===== src/rtl/vga_timing_pkg.sv =====
// vga_timing_pkg
//   Shared timing constants for the 640x480@60 scan-out (porches, sync
//   widths, totals), the default colour-pipeline latency, and the bundle
//   of per-pixel timing bits that travels alongside the colour pipeline.
//   No ports; imported by vga_scanout and sync_delay.
package vga_timing_pkg;

  localparam int VGA_H_ACTIVE = 640;
  localparam int VGA_H_FRONT  = 16;
  localparam int VGA_H_SYNC   = 96;
  localparam int VGA_H_BACK   = 48;
  localparam int VGA_H_TOTAL  = VGA_H_ACTIVE + VGA_H_FRONT + VGA_H_SYNC + VGA_H_BACK;

  localparam int VGA_V_ACTIVE = 480;
  localparam int VGA_V_FRONT  = 10;
  localparam int VGA_V_SYNC   = 2;
  localparam int VGA_V_BACK   = 33;
  localparam int VGA_V_TOTAL  = VGA_V_ACTIVE + VGA_V_FRONT + VGA_V_SYNC + VGA_V_BACK;

  localparam int VGA_PIPE_LAT = 4;

  localparam int COORD_W = 10;
  localparam int COLOR_W = 10;

  // Timing bits for one pixel slot; syncs are active-low.
  typedef struct packed {
    logic active;
    logic hsync;
    logic vsync;
  } sync_bits_t;

  // Value carried by the delay line outside any visible/sync interval.
  localparam sync_bits_t SYNC_IDLE = '{active: 1'b0, hsync: 1'b1, vsync: 1'b1};

endpackage


===== src/rtl/sync_delay.sv =====
// sync_delay
//   Fixed-depth shift register for the {active, hsync, vsync} bundle so the
//   timing bits line up with colour returned by an external pipeline.
//   Ports:
//     clk   pixel clock
//     rst   asynchronous reset, active-low; every stage returns to SYNC_IDLE
//     din   timing bits for the pixel currently being requested
//     dout  the same bits DEPTH clocks later
module sync_delay
  import vga_timing_pkg::*;
#(
  parameter int DEPTH = VGA_PIPE_LAT
) (
  input  logic       clk,
  input  logic       rst,
  input  sync_bits_t din,
  output sync_bits_t dout
);

  sync_bits_t stages [DEPTH];

  always_ff @(posedge clk or negedge rst) begin
    if (!rst) begin
      for (int i = 0; i < DEPTH; i++) begin
        stages[i] <= SYNC_IDLE;
      end
    end else begin
      stages[0] <= din;
      for (int i = 1; i < DEPTH; i++) begin
        stages[i] <= stages[i-1];
      end
    end
  end

  assign dout = stages[DEPTH-1];

endmodule


===== src/rtl/vga_scanout.sv =====
// vga_scanout
//   VGA timing generator and DAC output stage. Requests pixel coordinates
//   from an external colour generator, waits PIPE_LAT clocks for the colour
//   to come back, and registers colour, syncs and blank together so the
//   monitor sees them aligned (sync-to-request latency PIPE_LAT+1).
//   PIPE_LAT must lie in 1..15.
//   Ports:
//     clk              pixel clock, all state on its rising edge
//     rst              asynchronous reset, active-low
//     x_out, y_out     requested column/row, 0 outside the active area
//     red/green/blue   colour for the request made PIPE_LAT clocks earlier
//     vga_r/g/b        registered DAC colour, 0 while blanked
//     vga_hs, vga_vs   registered syncs, active-low
//     vga_blank_n      registered, low outside the active area
//     frame_start      one-clock pulse with the request for pixel (0,0)
module vga_scanout
  import vga_timing_pkg::*;
#(
  parameter int H_ACTIVE = VGA_H_ACTIVE,
  parameter int H_FRONT  = VGA_H_FRONT,
  parameter int H_SYNC   = VGA_H_SYNC,
  parameter int H_BACK   = VGA_H_BACK,
  parameter int V_ACTIVE = VGA_V_ACTIVE,
  parameter int V_FRONT  = VGA_V_FRONT,
  parameter int V_SYNC   = VGA_V_SYNC,
  parameter int V_BACK   = VGA_V_BACK,
  parameter int PIPE_LAT = VGA_PIPE_LAT
) (
  input  logic               clk,
  input  logic               rst,
  output logic [COORD_W-1:0] x_out,
  output logic [COORD_W-1:0] y_out,
  input  logic [COLOR_W-1:0] red,
  input  logic [COLOR_W-1:0] green,
  input  logic [COLOR_W-1:0] blue,
  output logic [COLOR_W-1:0] vga_r,
  output logic [COLOR_W-1:0] vga_g,
  output logic [COLOR_W-1:0] vga_b,
  output logic               vga_hs,
  output logic               vga_vs,
  output logic               vga_blank_n,
  output logic               frame_start
);

  localparam int H_TOTAL = H_ACTIVE + H_FRONT + H_SYNC + H_BACK;
  localparam int V_TOTAL = V_ACTIVE + V_FRONT + V_SYNC + V_BACK;
  localparam int HW      = $clog2(H_TOTAL);
  localparam int VW      = $clog2(V_TOTAL);

  localparam int H_SYNC_START = H_ACTIVE + H_FRONT;
  localparam int H_SYNC_END   = H_SYNC_START + H_SYNC;
  localparam int V_SYNC_START = V_ACTIVE + V_FRONT;
  localparam int V_SYNC_END   = V_SYNC_START + V_SYNC;

  logic [HW-1:0] h_cnt;
  logic [VW-1:0] v_cnt;
  logic          h_wrap;
  logic          v_wrap;
  sync_bits_t    raw_bits;
  sync_bits_t    dly_bits;

  assign h_wrap = (32'(h_cnt) == H_TOTAL - 1);
  assign v_wrap = (32'(v_cnt) == V_TOTAL - 1);

  // Raster position; the row only advances when the column wraps.
  always_ff @(posedge clk or negedge rst) begin
    if (!rst) begin
      h_cnt <= '0;
      v_cnt <= '0;
    end else if (h_wrap) begin
      h_cnt <= '0;
      v_cnt <= v_wrap ? '0 : v_cnt + VW'(1);
    end else begin
      h_cnt <= h_cnt + HW'(1);
    end
  end

  // Timing bits for the pixel being requested this clock. Comparisons are
  // done at 32 bits so a sync interval ending exactly at the total cannot
  // wrap in the counter width.
  always_comb begin
    raw_bits        = SYNC_IDLE;
    raw_bits.active = (32'(h_cnt) < H_ACTIVE) && (32'(v_cnt) < V_ACTIVE);
    raw_bits.hsync  = !((32'(h_cnt) >= H_SYNC_START) && (32'(h_cnt) < H_SYNC_END));
    raw_bits.vsync  = !((32'(v_cnt) >= V_SYNC_START) && (32'(v_cnt) < V_SYNC_END));
  end

  assign x_out = raw_bits.active ? COORD_W'(h_cnt) : '0;
  assign y_out = raw_bits.active ? COORD_W'(v_cnt) : '0;

  // Gated by rst so the pulse stays low while the counters are held at 0.
  assign frame_start = rst && (h_cnt == '0) && (v_cnt == '0);

  sync_delay #(
    .DEPTH (PIPE_LAT)
  ) u_sync_delay (
    .clk  (clk),
    .rst  (rst),
    .din  (raw_bits),
    .dout (dly_bits)
  );

  // Output stage: colour is captured together with its delayed timing bits,
  // so syncs and blank leave on the same edge as the pixel they belong to.
  always_ff @(posedge clk or negedge rst) begin
    if (!rst) begin
      vga_r       <= '0;
      vga_g       <= '0;
      vga_b       <= '0;
      vga_hs      <= 1'b1;
      vga_vs      <= 1'b1;
      vga_blank_n <= 1'b0;
    end else begin
      vga_r       <= dly_bits.active ? red   : '0;
      vga_g       <= dly_bits.active ? green : '0;
      vga_b       <= dly_bits.active ? blue  : '0;
      vga_hs      <= dly_bits.hsync;
      vga_vs      <= dly_bits.vsync;
      vga_blank_n <= dly_bits.active;
    end
  end

endmodule


===== config.mk =====
export PLATFORM = sky130hd
export DESIGN_NAME = vga_scanout
export DESIGN_NICKNAME = d
export VERILOG_FILES = /design/src/rtl/vga_timing_pkg.sv /design/src/rtl/sync_delay.sv /design/src/rtl/vga_scanout.sv
export SDC_FILE = /design/constraint.sdc
export NUM_CORES = 1
export LEC_CHECK = 0
export CAP_MARGIN = 20
export CORE_MARGIN = 4
export CORE_UTILIZATION = 47
export CTS_BUF_LIST = sky130_fd_sc_hd__clkbuf_4 sky130_fd_sc_hd__clkbuf_8
export DETAILED_ROUTE_END_ITERATION = 10
export PLACE_DENSITY = 0.93
export SYNTH_ARGS = -nofsm -noshare
export SYNTH_HDL_FRONTEND = slang
export SYNTH_SLANG_ARGS = --single-unit

===== constraint.sdc =====
create_clock -name clk -period 2.4 [get_ports clk]
set_input_delay 0.6 -clock clk [delete_from_list [all_inputs] [get_ports clk]]
set_output_delay 0.6 -clock clk [all_outputs]
set_load 0.02 [all_outputs]

==> summary.txt, run 1 <==
Status
  • Status: finished with violations
  • Failing checks: setup timing

Final layout
  • FILL cells: 333
  • Final nets: 366
  • Area occupied by multi-input gates: 946 um^2
  • Final instance area: 3970 um^2
  • Register area: 1640 um^2
  • Syn-to-layout area delta: 51.8%
  • Final core occ: 75.8%
  • Share of layout cells above drive strength 1: 31.6%
  • ANT cells: 0

CTS
  • Clk buf depth: 2
  • CTS tree: built
  • Clock sinks: 65
  • H-Tree Depth: 3
  • Root buffer cell: clkbuf_8
  • Clock latency on the worst-skew pair: 0.33 ns
  • Total CTS buffers: 9
  • Clock slew at reported path FFs: 0.07 ns
  • Hold buffer count at CTS: 0

Power
  • Int Pwr: 0.00172 W
  • Gate power share: 8.1%
  • Clock group share of total power: 40.9%
  • Switching Power: 0.000490 W
  • Leakage power: 1.75 nW
  • Worst VDD drop: 0.327 mV
  • Switching share of power: 22.1%
  • PwrDens: 557 nW/um^2
  • Reg power frac: 51.0%

Route
  • Uppermost layer routed: met4
  • DRC viols: 0
  • Metal-1 WL: 2.56 mm
  • Detailed Routing Iterations Pass 1: 4
  • Routed len/inst: 15.7 um
  • DRT antenna net count: 0
  • DR WL met2: 3.17 mm
  • Final WL: 6.35 mm
  • DR iter-0 viols: 111
  • DR vias/cell: 5.07
  • Via Count: 2052
  • Met3 WL post-DR: 525 um

Yosys
  • Register bit total from synthesis: 65
  • Yosys warning count: 0
  • Largest family of logic cells by synthesized area: simple AND/OR/NAND/NOR gates
  • Mapped Nets: 252
  • Syn Std Cell Area: 2620 um^2
  • Ys async rst share: 100%
  • Synth cell types: 39
  • Sequential element share of the synthesized area: 62.6%
  • XOR/XNOR Fraction of Synth Area: 3.35%
  • EDFF count, synth: 0
  • Post-synthesis compound-gate area fraction: 3.11%
  • Average size of a mapped cell: 12.1 um^2
  • Simple-Gate Fraction of Synth Area: 24.5%
  • Post-synthesis mux area share: 0.383%
  • Primary FF master, synth: dfrtp_1
  • Synth Area in Adders: 1.91%
  • Post-Synthesis Cells: 216

Worst setup path
  • Arrival @ worst endpoint: 1.82 ns
  • Critical Path Fanout Max: 5
  • Crit. End Element: output port
  • Critical path class: reg2out
  • Startpoint Class: flip-flop
  • Req. time, crit path: 1.80 ns

Floorplan
  • Boundary Pins: 86
  • Chip width: 82.6 um
  • Row count: 26
  • Initial Util: 50.0%
  • Die height: 82.6 um
  • Core area: 5240 um^2
  • Total die area: 6820 um^2

STA
  • Max_slew headroom: 47.7%
  • Setup_tns: -0.0759 ns
  • Fin. max-slew vios: 0
  • Worst Max-Slew Pin Slew: 0.785 ns
  • # setup viols final: 6
  • Final period utilization: 101%
  • Crit path time final: 2.42 ns
  • Worst Skew: 0.00601 ns
  • Worst Hold Margin: 0.346 ns
  • FMAX: 413 MHz
  • RSZ-0062 raised after global routing: yes
  • Final Hold Vio Count: 0
  • Fin worst setup slack: -0.0194 ns

Global routing
  • Global-route usage over all layers: 19.1%
  • Initial antenna violation count: 0
  • Largest net degree at the start of global routing: 66
  • Global-route wire length before repair: 9.56 mm
  • GRT overflow: 0
  • Number of global-route vias before repair: 1954

Place
  • GPL Wtd Cong: 0.786
  • Dpl cell area: 3680 um^2
  • Hpwl dp: 4.36 mm
  • I/O Buffers: 84

Min path
  • Worst min path class: reg2reg

Flow run
  • Max_cap viols: 0
kinds of logic (layout without fill, tap and decap cells):
family / count (synthesis) / count (layout)
simple gates: 101 / 101
buf+inv: 20 / 139
compound gates: 14 / 14
xor+xnor: 10 / 10
fa+ha+maj: 4 / 4
flops: 65 / 65
other cells: 1 / 1
mux: 1 / 1
flip-flops by register name, summed over array words and instances, names as in the netlist:
register             cells
h_cnt                   10
u_sync_delay.dout        3
u_sync_delay.stages      9
v_cnt                   10
vga_b                   10
vga_blank_n              1
vga_g                   10
vga_hs                   1
vga_r                   10
vga_vs                   1
routing by layer:
layer / global-route usage [%] / up-vias
met3: 3.90 / 8
met2: 33.1 / 77
met5: 0 / -
li1: - / 947
met1: 22.9 / 1020
met4: 8.17 / 0
final timing paths:
kind / depth (start not counted) / start / to / slack [ns]
setup reg to reg: 7 / h_cnt[1]$_DFF_PN0_ / v_cnt[7]$_DFFE_PN0N_ / 0.38
hold / removal: 0 / u_sync_delay.stages[5]$_DFF_PN0_ / u_sync_delay.dout[2]$_DFF_PN0_ / 0.35
setup / recovery: 6 / v_cnt[7]$_DFFE_PN0N_ / x_out[9] / -0.02
min in group asynchronous: 2 / rst / vga_r[4]$_DFF_PN0_ / 0.50
hold reg to reg: 0 / u_sync_delay.stages[5]$_DFF_PN0_ / u_sync_delay.dout[2]$_DFF_PN0_ / 0.35
max in group asynchronous: 2 / rst / h_cnt[0]$_DFF_PN0_ / 1.39
critical path, cell delays in order, from the launching register on:
cell and delay [ns]:
dfrtp_1 0.40, and3_4 0.19, and2_4 0.16, nor3_4 0.31, buf_6 0.17, and2_4 0.14, buf_6 0.11
power by group through the flow:
stage          clock (W)  combinational [W]  sequential [W]
2_1_floorplan          0          0.0000202         0.00118
3_3_place_gp           0           0.000176         0.00115
3_5_place_dp           0           0.000181         0.00115
4_1_cts         0.000914           0.000182         0.00113
5_1_grt         0.000975           0.000193         0.00113
6_report        0.000905           0.000178         0.00113
cells in the mapped netlist, types with 2 or more instances:
master | number | area (um^2)
a21oi_1 | 2 | 10.0
and4_1 | 2 | 17.5
clkbuf_1 | 4 | 15.0
dfrtp_1 | 55 | 1380
xor2_1 | 3 | 26.3
inv_1 | 7 | 26.3
xnor2_1 | 7 | 61.3
nor2_1 | 4 | 15.0
nand3_1 | 8 | 40.0
buf_4 | 3 | 22.5
or4_1 | 2 | 15.0
and2_1 | 45 | 282
nand4_1 | 7 | 43.8
dfstp_2 | 10 | 263
nor4_1 | 8 | 50.1
ha_1 | 4 | 50.1
and2_2 | 2 | 15.0
and3_1 | 4 | 25.0
buf_2 | 5 | 25.0
o21ai_0 | 7 | 35.0
nand2_1 | 9 | 33.8
through the flow:
step	total power (W)	instances	worst slack [ns]
floorplan	0.00120	216	0.144
global placement	0.00132	386	-0.205
detailed placement	0.00133	386	-0.227
CTS	0.00223	403	-0.0438
global route	0.00230	405	-0.0867
finish	0.00221	405	-0.0194
placed cells by master (no fill, tap or decap), types with 2 or more instances in the layout:
cell type	instances
nand3_1	8
nor4_1	5
o21ai_0	7
dfstp_2	10
clkbuf_4	2
xor2_1	3
and2_1	32
inv_1	7
and3_1	3
nand4_1	7
and4_1	2
or4_1	2
nor2_1	4
clkbuf_8	9
buf_6	17
nor4_2	3
clkdlybuf4s50_1	63
buf_2	6
xnor2_1	7
ha_1	4
a21oi_1	2
nand2_1	9
buf_4	30
dfrtp_1	55
nor4b_4	2
and2_4	14
clkinv_2	2
what timing repair did:
action | 4_1_cts | 5_1_grt
buffers inserted | 0 | 2
pin swaps | 1 | 11
setup endpoints to repair | 20 | 20
cloned | 1 | 0
hold endpoints to repair | 0 | 0
gates resized for setup | 93 | 46
layout make-up:
| class | instances | share of cell area, % |
|---|---|---|
| clock buffer | 11 | 3.50 |
| timing repair buffer | 116 | 27.1 |
| tap | 70 | 2.21 |
| inverter | 7 | 0.662 |
| clock inverter | 5 | 1.42 |
| sequential | 65 | 41.3 |
| multi-input combinational | 131 | 23.8 |
No activity file was read; power rests on OpenSTA's default activity.
==> run 2: changes to the inputs <==
--- a/config.mk
+++ b/config.mk
@@ -7,10 +7,11 @@
 export LEC_CHECK = 0
 export CAP_MARGIN = 20
 export CORE_MARGIN = 4
-export CORE_UTILIZATION = 47
+export CORE_UTILIZATION = 25
 export CTS_BUF_LIST = sky130_fd_sc_hd__clkbuf_4 sky130_fd_sc_hd__clkbuf_8
 export DETAILED_ROUTE_END_ITERATION = 10
-export PLACE_DENSITY = 0.93
+export PLACE_DENSITY = 0.6
 export SYNTH_ARGS = -nofsm -noshare
 export SYNTH_HDL_FRONTEND = slang
+export SYNTH_HIERARCHICAL = 1
 export SYNTH_SLANG_ARGS = --single-unit
==> run 2 against run 1 <==
  * The run now ends clean
  * Final cell count increased by 16%
  * Count of clock-buffer cells in the layout decreased by 2
  * Register-to-register slack got worse by 0.13 ns
  * Clock power increased by 4.6%
  * Routed wire length increased by 1.3%
  * Sequential share of layout area decreased by 1.0 points
  * Area after synthesis decreased by 0.38%
  * Largest cell class unchanged
==> summary.txt, run 2 <==
CTS
  • Clock sinks: 65
  • Root buffer cell: clkbuf_8
  • Clock slew at reported path FFs: 0.08 ns
  • H-Tree Depth: 3
  • Clk buf depth: 2
  • CTS tree: built
  • Total CTS buffers: 9
  • Clock latency on the worst-skew pair: 0.34 ns

Power
  • Gate power share: 7.9%
  • Switching share of power: 24.1%
  • Reg power frac: 50.0%
  • Leakage power: 1.80 nW
  • Clock group share of total power: 42.1%
  • Worst VDD drop: 0.253 mV
  • Switching Power: 0.000543 W
  • Int Pwr: 0.00171 W
  • PwrDens: 553 nW/um^2

Yosys
  • Post-Synthesis Cells: 215
  • Mapped Nets: 251
  • Sequential element share of the synthesized area: 62.9%
  • Register bit total from synthesis: 65
  • Yosys top cell by area: dfrtp_1
  • Average size of a mapped cell: 12.1 um^2
  • Synth cell types: 39
  • Top cells by count, synth: 55 x dfrtp_1, 47 x and2_1, 10 x dfstp_2
  • Ys async rst share: 100%
  • Synth top area cells: dfrtp_1 53%, and2_1 11%, dfstp_2 10%, ha_1 1.9%, nor4_1 1.7%
  • Top-count cell post-synth: dfrtp_1
  • Yosys warning count: 6
  • Synth top area share: 52.8%
  • EDFF count, synth: 0
  • Syn Std Cell Area: 2610 um^2
  • Primary FF master, synth: dfrtp_1

Place
  • I/O Buffers: 84
  • GPL Wtd Cong: 0.843
  • Dpl cell area: 3770 um^2
  • Hpwl dp: 4.42 mm

Route
  • DR vias/cell: 4.27
  • DR iter-0 viols: 86
  • DRT antenna net count: 0
  • Detailed Routing Iterations Pass 1: 4
  • Final WL: 6.43 mm
  • Via Count: 2010
  • Routed len/inst: 13.7 um
  • DRC viols: 0

Floorplan
  • Row count: 37
  • Initial Util: 25.5%
  • Boundary Pins: 86
  • Die height: 110 um
  • Core area: 10200 um^2
  • Chip width: 110 um
  • Total die area: 12100 um^2

Final layout
  • Final nets: 366
  • ANT cells: 0
  • Share of layout cells above drive strength 1: 31.6%
  • Syn-to-layout area delta: 56.3%
  • Commonest non-fill, non-tap cell in the layout: clkdlybuf4s50_1
  • Commonest cells after routing, fill and taps aside: 63 x clkdlybuf4s50_1, 55 x dfrtp_1, 33 x and2_1, 33 x buf_4, 18 x buf_6
  • Final core occ: 39.8%
  • Final instance area: 4070 um^2

Worst setup path
  • Buf+Inv Stages, Crit Path: 3
  • R2R cell count: 5
  • Startpoint Class: flip-flop
  • Critical path class: reg2out
  • Slowest stage cell on the critical path: dfrtp_1
  • Max incr delay on CP: 0.38 ns
  • Critical Path Fanout Max: 2
  • CP top delay family: simple AND/OR/NAND/NOR gates
  • CP Depth: 6
  • Crit. End Element: output port
  • Arrival @ worst endpoint: 1.79 ns
  • Cell mode on critical path: buf_4
  • Req. time, crit path: 1.80 ns
  • CP Cell Sequence: buf_4, nor4_1, buf_4, nand4_1, nor4_4, buf_4

STA
  • Fin. max-slew vios: 0
  • FMAX: 419 MHz
  • Max_slew headroom: 45.3%
  • Worst Max-Slew Pin Slew: 0.820 ns
  • # setup viols final: 0
  • Worst Skew: 0.00911 ns
  • RSZ-0062 raised after global routing: yes
  • Final period utilization: 99.6%
  • Setup_tns: 0 ns
  • Final Hold Vio Count: 0
  • Worst Hold Margin: 0.352 ns
  • Crit path time final: 2.39 ns

Global routing
  • Global-route usage over all layers: 10.7%
  • Global-route wire length before repair: 9.93 mm
  • Number of global-route vias before repair: 2030
  • GRT overflow: 0
  • Initial antenna violation count: 0
  • Largest net degree at the start of global routing: 66

Status
  • Status: completed

Min path
  • Worst min path class: reg2reg
  • Worst hold stages: 0

Flow run
  • Max_cap viols: 0
[run 2: cell types whose count changed in the layout (fill, tap and decap cells not counted), moves of 3 or more]
cell,change
buf_4,+3
inv_1,-3
inv_6,+3
o21ai_0,-4
nor4_2,-3
[run 2: kinds of logic (layout without fill, tap and decap cells)]
| family | after synthesis | after routing | share of synthesized area [%] |
|---|---|---|---|
| other cells | 1 | 1 | 0.144 |
| flops | 65 | 65 | 62.9 |
| mux | 2 | 2 | 0.816 |
| simple gates | 101 | 101 | 23.5 |
| compound gates | 13 | 13 | 3.70 |
| xor+xnor | 10 | 10 | 3.36 |
| buf+inv | 19 | 139 | 3.70 |
| fa+ha+maj | 4 | 4 | 1.92 |
[run 2: routing by layer]
metal	routed length [um]	part of all wire, %	track usage, %	vias up
li1	-	-	-	949
met1	2800	43	14.3	958
met2	2910	45	16.3	88
met3	614	9.5	3.38	15
met4	113	1.8	4.31	0
met5	0	0	0	-
[run 2: layout make-up]
| type | count | area (um^2) |
|---|---|---|
| clock buffer | 9 | 124 |
| fill | 1002 | 6160 |
| clock inverter | 7 | 75.1 |
| inverter | 4 | 15.0 |
| multi-input combinational | 131 | 945 |
| timing repair buffer | 119 | 1110 |
| sequential | 65 | 1640 |
| tap | 136 | 170 |
[run 2: per-stage QoR]
| step | setup slack [ns] | cells | total power [W] |
|---|---|---|---|
| after detailed placement | -0.247 | 452 | 0.00133 |
| after global placement | -0.258 | 452 | 0.00133 |
| final | 0.0107 | 471 | 0.00225 |
| after floorplan | 0.170 | 215 | 0.00120 |
| after global routing | -0.113 | 471 | 0.00237 |
| after CTS | 0.00257 | 469 | 0.00229 |
[run 2: final timing paths]
check	start	to	slack (ns)
setup / recovery	v_cnt[7]$_DFFE_PN0N_	frame_start	0.01
hold / removal	u_sync_delay/stages[8]$_DFF_PN0_	u_sync_delay/stages[5]$_DFF_PN0_	0.35
setup reg to reg	h_cnt[5]$_DFF_PN0_	v_cnt[4]$_DFFE_PN0N_	0.25
hold reg to reg	u_sync_delay/stages[8]$_DFF_PN0_	u_sync_delay/stages[5]$_DFF_PN0_	0.35
max in group asynchronous	rst	vga_r[5]$_DFF_PN0_	1.35
min in group asynchronous	rst	u_sync_delay/dout[2]$_DFF_PN0_	0.49
[run 2: power groups by stage]
stage / Combinational [W] / Sequential, W / Clock, W
after detailed placement: 0.000181 / 0.00115 / 0
after floorplan: 0.0000203 / 0.00118 / 0
final: 0.000177 / 0.00113 / 0.000947
after CTS: 0.000182 / 0.00113 / 0.000986
after global routing: 0.000193 / 0.00113 / 0.00105
after global placement: 0.000179 / 0.00115 / 0
[run 2: repair_timing]
item | 4_1_cts | 5_1_grt
resized for setup | 95 | 48
hold buffers | 0 | 0
gates cloned | 1 | 0
setup buffers | 0 | 2
pin swaps | 2 | 1
endpoints found under the setup margin | 20 | 18
